**src/rtl/kbd_ps2_pkg.sv**
```systemverilog
// Shared constants for the PS/2 keyboard event FIFO: scan-code prefixes,
// decoder state encoding and status-byte bit positions.
package kbd_ps2_pkg;

  localparam logic [7:0] PS2_EXT = 8'hE0;
  localparam logic [7:0] PS2_BRK = 8'hF0;

  typedef enum logic [1:0] {
    IDLE    = 2'd0,
    EXT     = 2'd1,
    BRK     = 2'd2,
    EXT_BRK = 2'd3
  } kbd_state_e;

  localparam int ST_NOT_EMPTY = 0;
  localparam int ST_FULL      = 1;
  localparam int ST_OVERFLOW  = 2;
  localparam int ST_HEAD_EXT  = 3;
  localparam int ST_HEAD_BRK  = 4;

endpackage

```
**src/rtl/ps2_keyboard_fifo_ctrl_if.sv**
```systemverilog
// Receiver byte stream plus PicoBlaze read bus and interrupt of the keyboard FIFO.
interface ps2_keyboard_fifo_ctrl_if;

  logic       rx_done_tick;
  logic [7:0] rx_data;
  logic [7:0] port_id;
  logic       read_strobe;
  logic [7:0] out_port;
  logic       irq;

  modport master (
    output rx_done_tick, rx_data, port_id, read_strobe,
    input  out_port, irq
  );

  modport slave (
    input  rx_done_tick, rx_data, port_id, read_strobe,
    output out_port, irq
  );

endinterface

```
**src/rtl/ps2_code_fifo.sv**
```systemverilog
// Generic synchronous FIFO with head-of-queue output and a one-cycle
// overflow pulse when a push is refused.
module ps2_code_fifo #(
  parameter int WIDTH = 9,
  parameter int DEPTH = 8
) (
  input  logic             clk,
  input  logic             reset,
  input  logic             push,
  input  logic             pop,
  input  logic [WIDTH-1:0] din,
  output logic [WIDTH-1:0] dout,
  output logic             full,
  output logic             empty,
  output logic             overflow
);

  localparam int AW = $clog2(DEPTH);
  localparam int CW = AW + 1;
  localparam logic [CW-1:0] FULL_CNT = CW'(DEPTH);

  logic [WIDTH-1:0] mem [DEPTH];
  logic [AW-1:0]    wr_ptr;
  logic [AW-1:0]    rd_ptr;
  logic [CW-1:0]    count;
  logic             do_push;
  logic             do_pop;

  assign full  = (count == FULL_CNT);
  assign empty = (count == '0);
  assign dout  = mem[rd_ptr];

  // A pop frees the slot on the same edge, so a full FIFO still accepts a push.
  assign do_pop   = pop && !empty;
  assign do_push  = push && (!full || do_pop);
  assign overflow = push && !do_push;

  always_ff @(posedge clk) begin
    if (do_push) mem[wr_ptr] <= din;
  end

  always_ff @(posedge clk or negedge reset) begin
    if (!reset) begin
      wr_ptr <= '0;
      rd_ptr <= '0;
      count  <= '0;
    end else begin
      if (do_push) wr_ptr <= wr_ptr + AW'(1);
      if (do_pop)  rd_ptr <= rd_ptr + AW'(1);
      case ({do_push, do_pop})
        2'b10:   count <= count + CW'(1);
        2'b01:   count <= count - CW'(1);
        default: count <= count;
      endcase
    end
  end

endmodule

```
**src/rtl/ps2_keyboard_fifo_ctrl.sv**
```systemverilog
// PS/2 scan-code decoder feeding an event FIFO read by PicoBlaze through a
// data port and a status port. Define KBD_BREAK_EN to also queue break events.
module ps2_keyboard_fifo_ctrl
  import kbd_ps2_pkg::*;
#(
  parameter int         DEPTH       = 8,
  parameter logic [7:0] DATA_PORT   = 8'h02,
  parameter logic [7:0] STATUS_PORT = 8'h03
) (
  input logic                     clk,
  input logic                     reset,
  ps2_keyboard_fifo_ctrl_if.slave bus
);

`ifdef KBD_BREAK_EN
  localparam int ENTRY_W = 10;
`else
  localparam int ENTRY_W = 9;
`endif

  kbd_state_e         state_q;
  kbd_state_e         state_d;
  logic               push_req;
  logic               push_ext;
`ifdef KBD_BREAK_EN
  logic               push_brk;
`endif
  logic [ENTRY_W-1:0] push_entry;
  logic [ENTRY_W-1:0] head;
  logic               full;
  logic               empty;
  logic               fifo_ovf;
  logic               ovf_q;
  logic               pop_req;
  logic               status_rd;
  logic [7:0]         status;
  logic [7:0]         data_byte;

  always_ff @(posedge clk or negedge reset) begin
    if (!reset) state_q <= IDLE;
    else        state_q <= state_d;
  end

  // Prefix bytes only steer the state; the byte after them carries the code.
  always_comb begin
    state_d  = state_q;
    push_req = 1'b0;
    push_ext = 1'b0;
`ifdef KBD_BREAK_EN
    push_brk = 1'b0;
`endif
    if (bus.rx_done_tick) begin
      case (state_q)
        IDLE: begin
          if (bus.rx_data == PS2_EXT)      state_d = EXT;
          else if (bus.rx_data == PS2_BRK) state_d = BRK;
          else                             push_req = 1'b1;
        end
        EXT: begin
          if (bus.rx_data == PS2_BRK)      state_d = EXT_BRK;
          else if (bus.rx_data == PS2_EXT) state_d = EXT;
          else begin
            push_req = 1'b1;
            push_ext = 1'b1;
            state_d  = IDLE;
          end
        end
        BRK: begin
          state_d = IDLE;
`ifdef KBD_BREAK_EN
          push_req = 1'b1;
          push_brk = 1'b1;
`endif
        end
        EXT_BRK: begin
          state_d = IDLE;
`ifdef KBD_BREAK_EN
          push_req = 1'b1;
          push_ext = 1'b1;
          push_brk = 1'b1;
`endif
        end
        default: state_d = IDLE;
      endcase
    end
  end

`ifdef KBD_BREAK_EN
  assign push_entry = {push_brk, push_ext, bus.rx_data};
`else
  assign push_entry = {push_ext, bus.rx_data};
`endif

  assign pop_req   = bus.read_strobe && (bus.port_id == DATA_PORT);
  assign status_rd = bus.read_strobe && (bus.port_id == STATUS_PORT);

  ps2_code_fifo #(
    .WIDTH (ENTRY_W),
    .DEPTH (DEPTH)
  ) u_fifo (
    .clk      (clk),
    .reset    (reset),
    .push     (push_req),
    .pop      (pop_req),
    .din      (push_entry),
    .dout     (head),
    .full     (full),
    .empty    (empty),
    .overflow (fifo_ovf)
  );

  // Sticky overflow: a new drop on the clearing read's edge takes priority.
  always_ff @(posedge clk or negedge reset) begin
    if (!reset)         ovf_q <= 1'b0;
    else if (fifo_ovf)  ovf_q <= 1'b1;
    else if (status_rd) ovf_q <= 1'b0;
  end

  always_comb begin
    status               = 8'h00;
    status[ST_NOT_EMPTY] = !empty;
    status[ST_FULL]      = full;
    status[ST_OVERFLOW]  = ovf_q;
    status[ST_HEAD_EXT]  = !empty && head[8];
`ifdef KBD_BREAK_EN
    status[ST_HEAD_BRK]  = !empty && head[9];
`endif
  end

  assign data_byte = empty ? 8'h00 : head[7:0];

  always_comb begin
    bus.out_port = 8'h00;
    if (bus.port_id == DATA_PORT)        bus.out_port = data_byte;
    else if (bus.port_id == STATUS_PORT) bus.out_port = status;
  end

  assign bus.irq = !empty;

endmodule

```
**src/flat_wrapper.sv**
```systemverilog
// flat-port wrapper written by rule: the top's interface ports become plain ports
module ps2_keyboard_fifo_ctrl_flat import kbd_ps2_pkg::*;
#(
  parameter int         DEPTH       = 8,
  parameter logic [7:0] DATA_PORT   = 8'h02,
  parameter logic [7:0] STATUS_PORT = 8'h03
)
  (clk, reset, bus_rx_done_tick, bus_rx_data, bus_port_id, bus_read_strobe, bus_out_port, bus_irq);
  ps2_keyboard_fifo_ctrl_if bus_i ();
  input logic clk;
  input logic reset;
  input wire logic [$bits(bus_i.rx_done_tick)-1:0] bus_rx_done_tick;
  input wire logic [$bits(bus_i.rx_data)-1:0] bus_rx_data;
  input wire logic [$bits(bus_i.port_id)-1:0] bus_port_id;
  input wire logic [$bits(bus_i.read_strobe)-1:0] bus_read_strobe;
  output wire logic [$bits(bus_i.out_port)-1:0] bus_out_port;
  output wire logic [$bits(bus_i.irq)-1:0] bus_irq;
  assign bus_i.rx_done_tick = bus_rx_done_tick;
  assign bus_i.rx_data = bus_rx_data;
  assign bus_i.port_id = bus_port_id;
  assign bus_i.read_strobe = bus_read_strobe;
  assign bus_out_port = bus_i.out_port;
  assign bus_irq = bus_i.irq;
  ps2_keyboard_fifo_ctrl #(.DEPTH(DEPTH), .DATA_PORT(DATA_PORT), .STATUS_PORT(STATUS_PORT)) u_core (.clk(clk), .reset(reset), .bus(bus_i));
endmodule
```
**config.mk**
```make
export PLATFORM = sky130hd
export DESIGN_NAME = ps2_keyboard_fifo_ctrl_flat
export DESIGN_NICKNAME = d
export VERILOG_FILES = /design/src/rtl/kbd_ps2_pkg.sv /design/src/rtl/ps2_keyboard_fifo_ctrl_if.sv /design/src/rtl/ps2_code_fifo.sv /design/src/rtl/ps2_keyboard_fifo_ctrl.sv /design/src/flat_wrapper.sv
export SDC_FILE = /design/constraint.sdc
export NUM_CORES = 1
export LEC_CHECK = 0
export ABC_AREA = 1
export BUFFER_PORTS_ARGS = -buffer_cell sky130_fd_sc_hd__buf_2
export CAP_MARGIN = 30
export CORE_UTILIZATION = 40
export DETAILED_ROUTE_END_ITERATION = 6
export HOLD_SLACK_MARGIN = 0.03
export PLACE_DENSITY = 0.65
export SETUP_SLACK_MARGIN = 0.15
export SYNTH_ARGS = -nofsm -noshare
export SYNTH_HDL_FRONTEND = slang
export SYNTH_SLANG_ARGS = --single-unit
```
**constraint.sdc**
```tcl
create_clock -name clk -period 2.9 [get_ports clk]
set_input_delay 0.145 -clock clk [delete_from_list [all_inputs] [get_ports clk]]
set_output_delay 0.145 -clock clk [all_outputs]
set_load 0.03 [all_outputs]
```
* Yosys cells after proc, flatten, opt, wreduce, memory -nomap -nowiden
Memory sizes are Yosys's and may differ from the RTL's.
Cells that the tools add are included.
** Cells by class
- Add/sub/neg operators :: 4
- Multiply operators :: 0
- Div/mod/pow operators :: 0
- Magnitude comparators :: 0
- Eq/ne operators :: 11
- Shift-type cells :: 0
- Mux-type cells :: 21
- Bitwise gates (word level) :: 0
- Reductions and logical operators :: 16
** Operator list (count)
- $eq 8x2->1 const B :: 2
- $eq 8x8->1 const B :: 2
- $mux 8 :: 2
- $mux 1 :: 12
- $pmux 4 s2 :: 1
- $add 3x1->3 const B :: 2
- $eq 2x2->1 const B :: 3
- $logic_and 1x1->1 :: 6
- $mux 2 :: 3
- $pmux 2 s3 :: 1
- $add 4x1->4 const B :: 1
- $eq 2x1->1 const B :: 2
- $eq 4x4->1 const B :: 1
- $logic_not 4->1 :: 1
- $mux 4 :: 1
- $reduce_bool 2->1 :: 2
- $sub 4x1->4 const B :: 1
- $logic_not 1->1 :: 3
- $ne 3x1->1 const B :: 1
- $logic_not 2->1 :: 1
- $pmux 1 s2 :: 1
- $reduce_and 2->1 :: 1
- $reduce_or 2->1 :: 1
- $logic_or 1x1->1 :: 1
** Word-level totals
- Bits in registers :: 13
- Latch bits :: 0
- Bits in writable memories :: 72
- ROM bits :: 0
- Output and inout port bits :: 9
- Memories :: 1
** Memory list
- u_core.u_fifo.mem :: words 8, width 9, read ports 1, clocked after memory_dff 0, wr ports 1, line ps2_code_fifo.sv:22 : logic [WIDTH-1:0] mem [DEPTH];

* Longest topological paths before layout
- Word-level depth :: 9
- Mapped depth :: 17

* Cells and area by module
From an unflattened synthesis, not the netlist that was laid out.
** Second synthesis, totals
- Cell total of the unflattened synthesis :: 352
- Area total of the unflattened synthesis :: 3853.7 sq um
** Modules (own cells, without submodules)
- ps2_code_fifo :: times used 1, cells each 279, area each 3449.6 sq um, seq. area each 2412.3 sq um
- ps2_keyboard_fifo_ctrl :: times used 1, cells each 73, area each 404.1 sq um, seq. area each 75.1 sq um

* Least setup slack after synthesis
Ideal clock, no wire load.
- Kind :: register -> register
- Start :: reg u_core.u_fifo.count[0]
- End :: reg u_core.u_fifo.count[2]
- Data arrival time :: 1.997 ns
- Setup slack :: 0.777 ns
- Stages on the path, launching flop included :: 16
- Buffers on the path :: 1
- Period minus slack after synthesis :: 2.123 ns
- Cell sequence :: dfrtp_1 inv_1 nand2_2 nor2_1 nand3_2 nand2_4 buf_12 ha_1 nand2_1 inv_1 nor2_1 ha_1 a21o_1 or2_0 nand3_1 o21ai_0
** On the way
- Cells in the longest elaborated chain, start to end :: 7
- Elaborated cells on any way between the ends :: 13
- Classes of those cells :: 2 x add/sub; 3 x eq/ne; 1 x mux; 7 x reduce/logical
** Ends and longest elaborated chain
- start: declaration :: line ps2_code_fifo.sv:25 : logic [CW-1:0] count;
- start signal: assignment :: line ps2_code_fifo.sv:51 : 2'b10: count <= count + CW'(1);
- start signal: assignment :: line ps2_code_fifo.sv:52 : 2'b01: count <= count - CW'(1);
- start signal: assignment :: line ps2_code_fifo.sv:53 : default: count <= count;
- $logic_not 4->1 :: line ps2_code_fifo.sv:30 : assign empty = (count == '0);
- $logic_not 1->1 :: line ps2_code_fifo.sv:34 : assign do_pop = pop && !empty;
- $logic_and 1x1->1 :: line ps2_code_fifo.sv:34
- $logic_or 1x1->1 :: line ps2_code_fifo.sv:35 : assign do_push = push && (!full || do_pop);
- $logic_and 1x1->1 :: line ps2_code_fifo.sv:35
- $eq 2x1->1 / $eq 2x2->1 (equally long branches) :: line ps2_code_fifo.sv:50 : case ({do_push, do_pop})
- $pmux 4 s2 / $reduce_bool 2->1 (equally long branches)
Parallel ways exist; a longest one is shown, timed or not.
A chain may end at the register's enable or synchronous reset.

* Worst setup path in the final report
- Start :: reg u_core.u_fifo.count[1]
- End :: reg u_core.u_fifo.count[2]
The elaborated chain is that of the path after synthesis.

==> flow_summary.ini <==
[status]
status = finished clean

[floorplanning]
core_um2 = 9420
io_pins = 29
die_area_um2 = 10300
start_util = 0.421
die_h_um = 102
die_x_um = 102
row_count = 35

[worst_hold_path]
whs_endpoint = u_core.state_q[0]$_DFFE_PN0P_
min_path_cells = 2
min_from = bus_rx_done_tick
hold_class = in -> reg

[synth]
synth.top_cells.by_count = edfxtp_1 (72), nand2_1 (62), nor2_1 (55)
synth_edf_count = 72
ys_types = 33
synth-async-reset-ratio = 0.153
synthTopCellsByArea = edfxtp_1 (54%), dfrtp_1 (8.2%), nand2_1 (5.9%), nor2_1 (5.2%), o21ai_0 (4.9%)
synth_top_area_frac = 0.545
synth_top_flop_cell = edfxtp_1
postSynthCellCount = 383
synth.avg_cell_area_um2 = 10.4
synth_area_um2 = 3970
synth.ff_latch_count = 85
syn_nets = 408
ys_seq_area_frac = 0.627
yosysMostFrequentCell = edfxtp_1
yosysWarningCount = 0
synth_top_cell_by_area = edfxtp_1

[critical_path]
cp_max_fo = 13
reg2reg_depth = 14
end_kind = register
crit_buf_inv = 2
critPathArrivalTime_ps = 2560
slowest_stage = dfrtp_1
crit_family = simple AND/OR/NAND/NOR gates
required_ps = 3140
path_cells = inv_1, nand2_2, nor2_1, nand3_2, nand2_4, ha_1, nand2_1, inv_1, nor2_1, ha_1, a21o_1, or2_0, nand3_1, o21ai_0
r2r_setup_slack_ps = 580
r2r_end = u_core.u_fifo.count[2]$_DFFE_PN0P_
startpoint_type = register
r2r_start = u_core.u_fifo.count[1]$_DFFE_PN0P_
path_class = reg -> reg
slowest_delay_ps = 430

[finish]
syn_to_final_growth_pct = 11.4
n_fill_cell = 879
drive_gt1_frac = 0.182
fin_nets = 438
antenna_cells = 0

[timing]
tns_ps = 0
setup_viol = 0
final-hold-violation-count = 0
finalCritPeriodShare = 0.800
finClkSkew_ps = 14.5
tightest_slew_ps = 871
fmax_mhz = 431
period_needed_ps = 2320
maxSlewViolCount = 0
rsz0062_at_grt = no
max_slew_margin = 0.415

[drt]
initialDrtViolationCount = 133
drtAntennaViolNets = 0
drc = 0
vias_per_cell = 4.83
wirelength_um = 7940
wire_per_inst_um = 14.5
dr_total_vias = 2642
first_pass_iters = 4

[clocking]
htreeDepth = 3
cts_root_buf = clkbuf_8
numClockSinks = 85
cts_inserted_buffers = 9
clk_latency_ps = 360
path_clk_slew_ps = 80
cts_tree = done
clockBufferDepth = 2

[grt]
overflow = 0
grt_max_degree = 39
grt_pass1_wl_um = 12500
gr-usage-all-layers = 0.168
grt_pass1_vias = 2414
antenna_found_initial = 0

[power]
vdd_drop_max_mv = 0.315
cellLeakagePower_uw = 0.00175
finalPower_uw = 3190
powerDensity_nw_per_um2 = 722

[placed_design]
dpl.hpwl_um = 5140
gp_congestion = 0.805
numPortBuffers = 28

[run]
maxCapViolCount = 0
==> worst max path at each step <==
| stage | slack (ps) | cells past startpoint | to | start |
|---|---|---|---|---|
| 2_1_floorplan | 780 | 15 | u_core.u_fifo.count[2]$_DFFE_PN0P_ | u_core.u_fifo.count[0]$_DFFE_PN0P_ |
| 3_3_place_gp | 700 | 14 | u_core.u_fifo.count[2]$_DFFE_PN0P_ | u_core.u_fifo.count[0]$_DFFE_PN0P_ |
| 3_5_place_dp | 610 | 14 | u_core.u_fifo.count[2]$_DFFE_PN0P_ | u_core.u_fifo.count[0]$_DFFE_PN0P_ |
| 4_1_cts | 600 | 14 | u_core.u_fifo.count[2]$_DFFE_PN0P_ | u_core.u_fifo.count[0]$_DFFE_PN0P_ |
| 5_1_grt | 350 | 14 | u_core.u_fifo.count[2]$_DFFE_PN0P_ | u_core.u_fifo.count[0]$_DFFE_PN0P_ |
| 6_report | 580 | 14 | u_core.u_fifo.count[2]$_DFFE_PN0P_ | u_core.u_fifo.count[1]$_DFFE_PN0P_ |
==> placed cells by master (no fill, tap or decap), drive strengths merged <==
cell and n:
xor2 3, edfxtp 72, a21o 1, nor2 70, or2 3, xnor2 1
buf 31, nor3 3, clkinvlp 2, o211ai 4, inv 37, nand4 4
dlygate4sd3 1, nand3 37, ha 5, dfrtp 13, nand2 69, o22ai 4
clkinv 3, bufinv 2, o21ai 42, nand3b 1, clkbuf 10
==> worst reg2reg max path: stages (launching register included) <==
cell and delay (ps):
dfrtp_1 430, inv_1 100, nand2_2 70, nor2_1 120, nand3_2 150, nand2_4 210
ha_1 250, nand2_1 90, inv_1 60, nor2_1 60, ha_1 180, a21o_1 160
or2_0 190, nand3_1 60, o21ai_0 70
==> area by class of cell <==
cell class                      count  area [µm²]  share of cell area
Inverter                           38         143              0.0323
Clock inverter                      6        87.6              0.0198
Timing Repair Buffer               32         173              0.0391
Multi-Input combinational cell    247        1240               0.280
Clock buffer                       10         128              0.0289
Sequential cell                    85        2490               0.563
Tap cell                          129         161              0.0365
==> sequential cells by signal (all words and copies together), names as in the netlist <==
name                  flops
u_core.u_fifo.wr_ptr      3
u_core.u_fifo.count       4
u_core.ovf_q              1
u_core.u_fifo.rd_ptr      3
u_core.state_q            2
u_core.u_fifo.mem        72
==> cell families (layout without fill, tap and decap cells) <==
| family | after synthesis | in the layout | synth area share |
|---|---|---|---|
| simple gates | 187 | 187 | 0.219 |
| flops | 85 | 85 | 0.627 |
| compound gates | 51 | 51 | 0.0687 |
| buf+inv | 51 | 86 | 0.0609 |
| fa+ha+maj | 5 | 5 | 0.0158 |
| xor+xnor | 4 | 4 | 0.00883 |
==> report_power, final <==
group	leakage, µW	internal (µW)	switching [µW]
logic	0.000840	217	454
clock network	0.000100	484	416
registers	0.000809	1500	120
==> per-stage QoR <==
step	util	setup slack (ps)	instance area, µm²	std cells	hold slack [ps]
floorplan	-	777	3970	383	-151
global placement	0.445	696	4190	530	54.8
detailed placement	0.445	608	4190	530	56.9
CTS	0.469	595	4420	547	40.2
global route	0.469	345	4420	547	68.4
finish	0.469	580	4420	547	40.4
==> timing repair <==
action / CTS / global route
resized for setup: 0 / 0
setup buffers: 0 / 0
hold buffers: 1 / 0
hold endpoints to repair: 13 / 0
==> layer usage <==
metal	track usage	wire, µm
met5	0	0
met4	0.0914	174
met3	0.0255	270
met2	0.259	3740
met1	0.230	3760
Power figures use the tool's default switching activity.
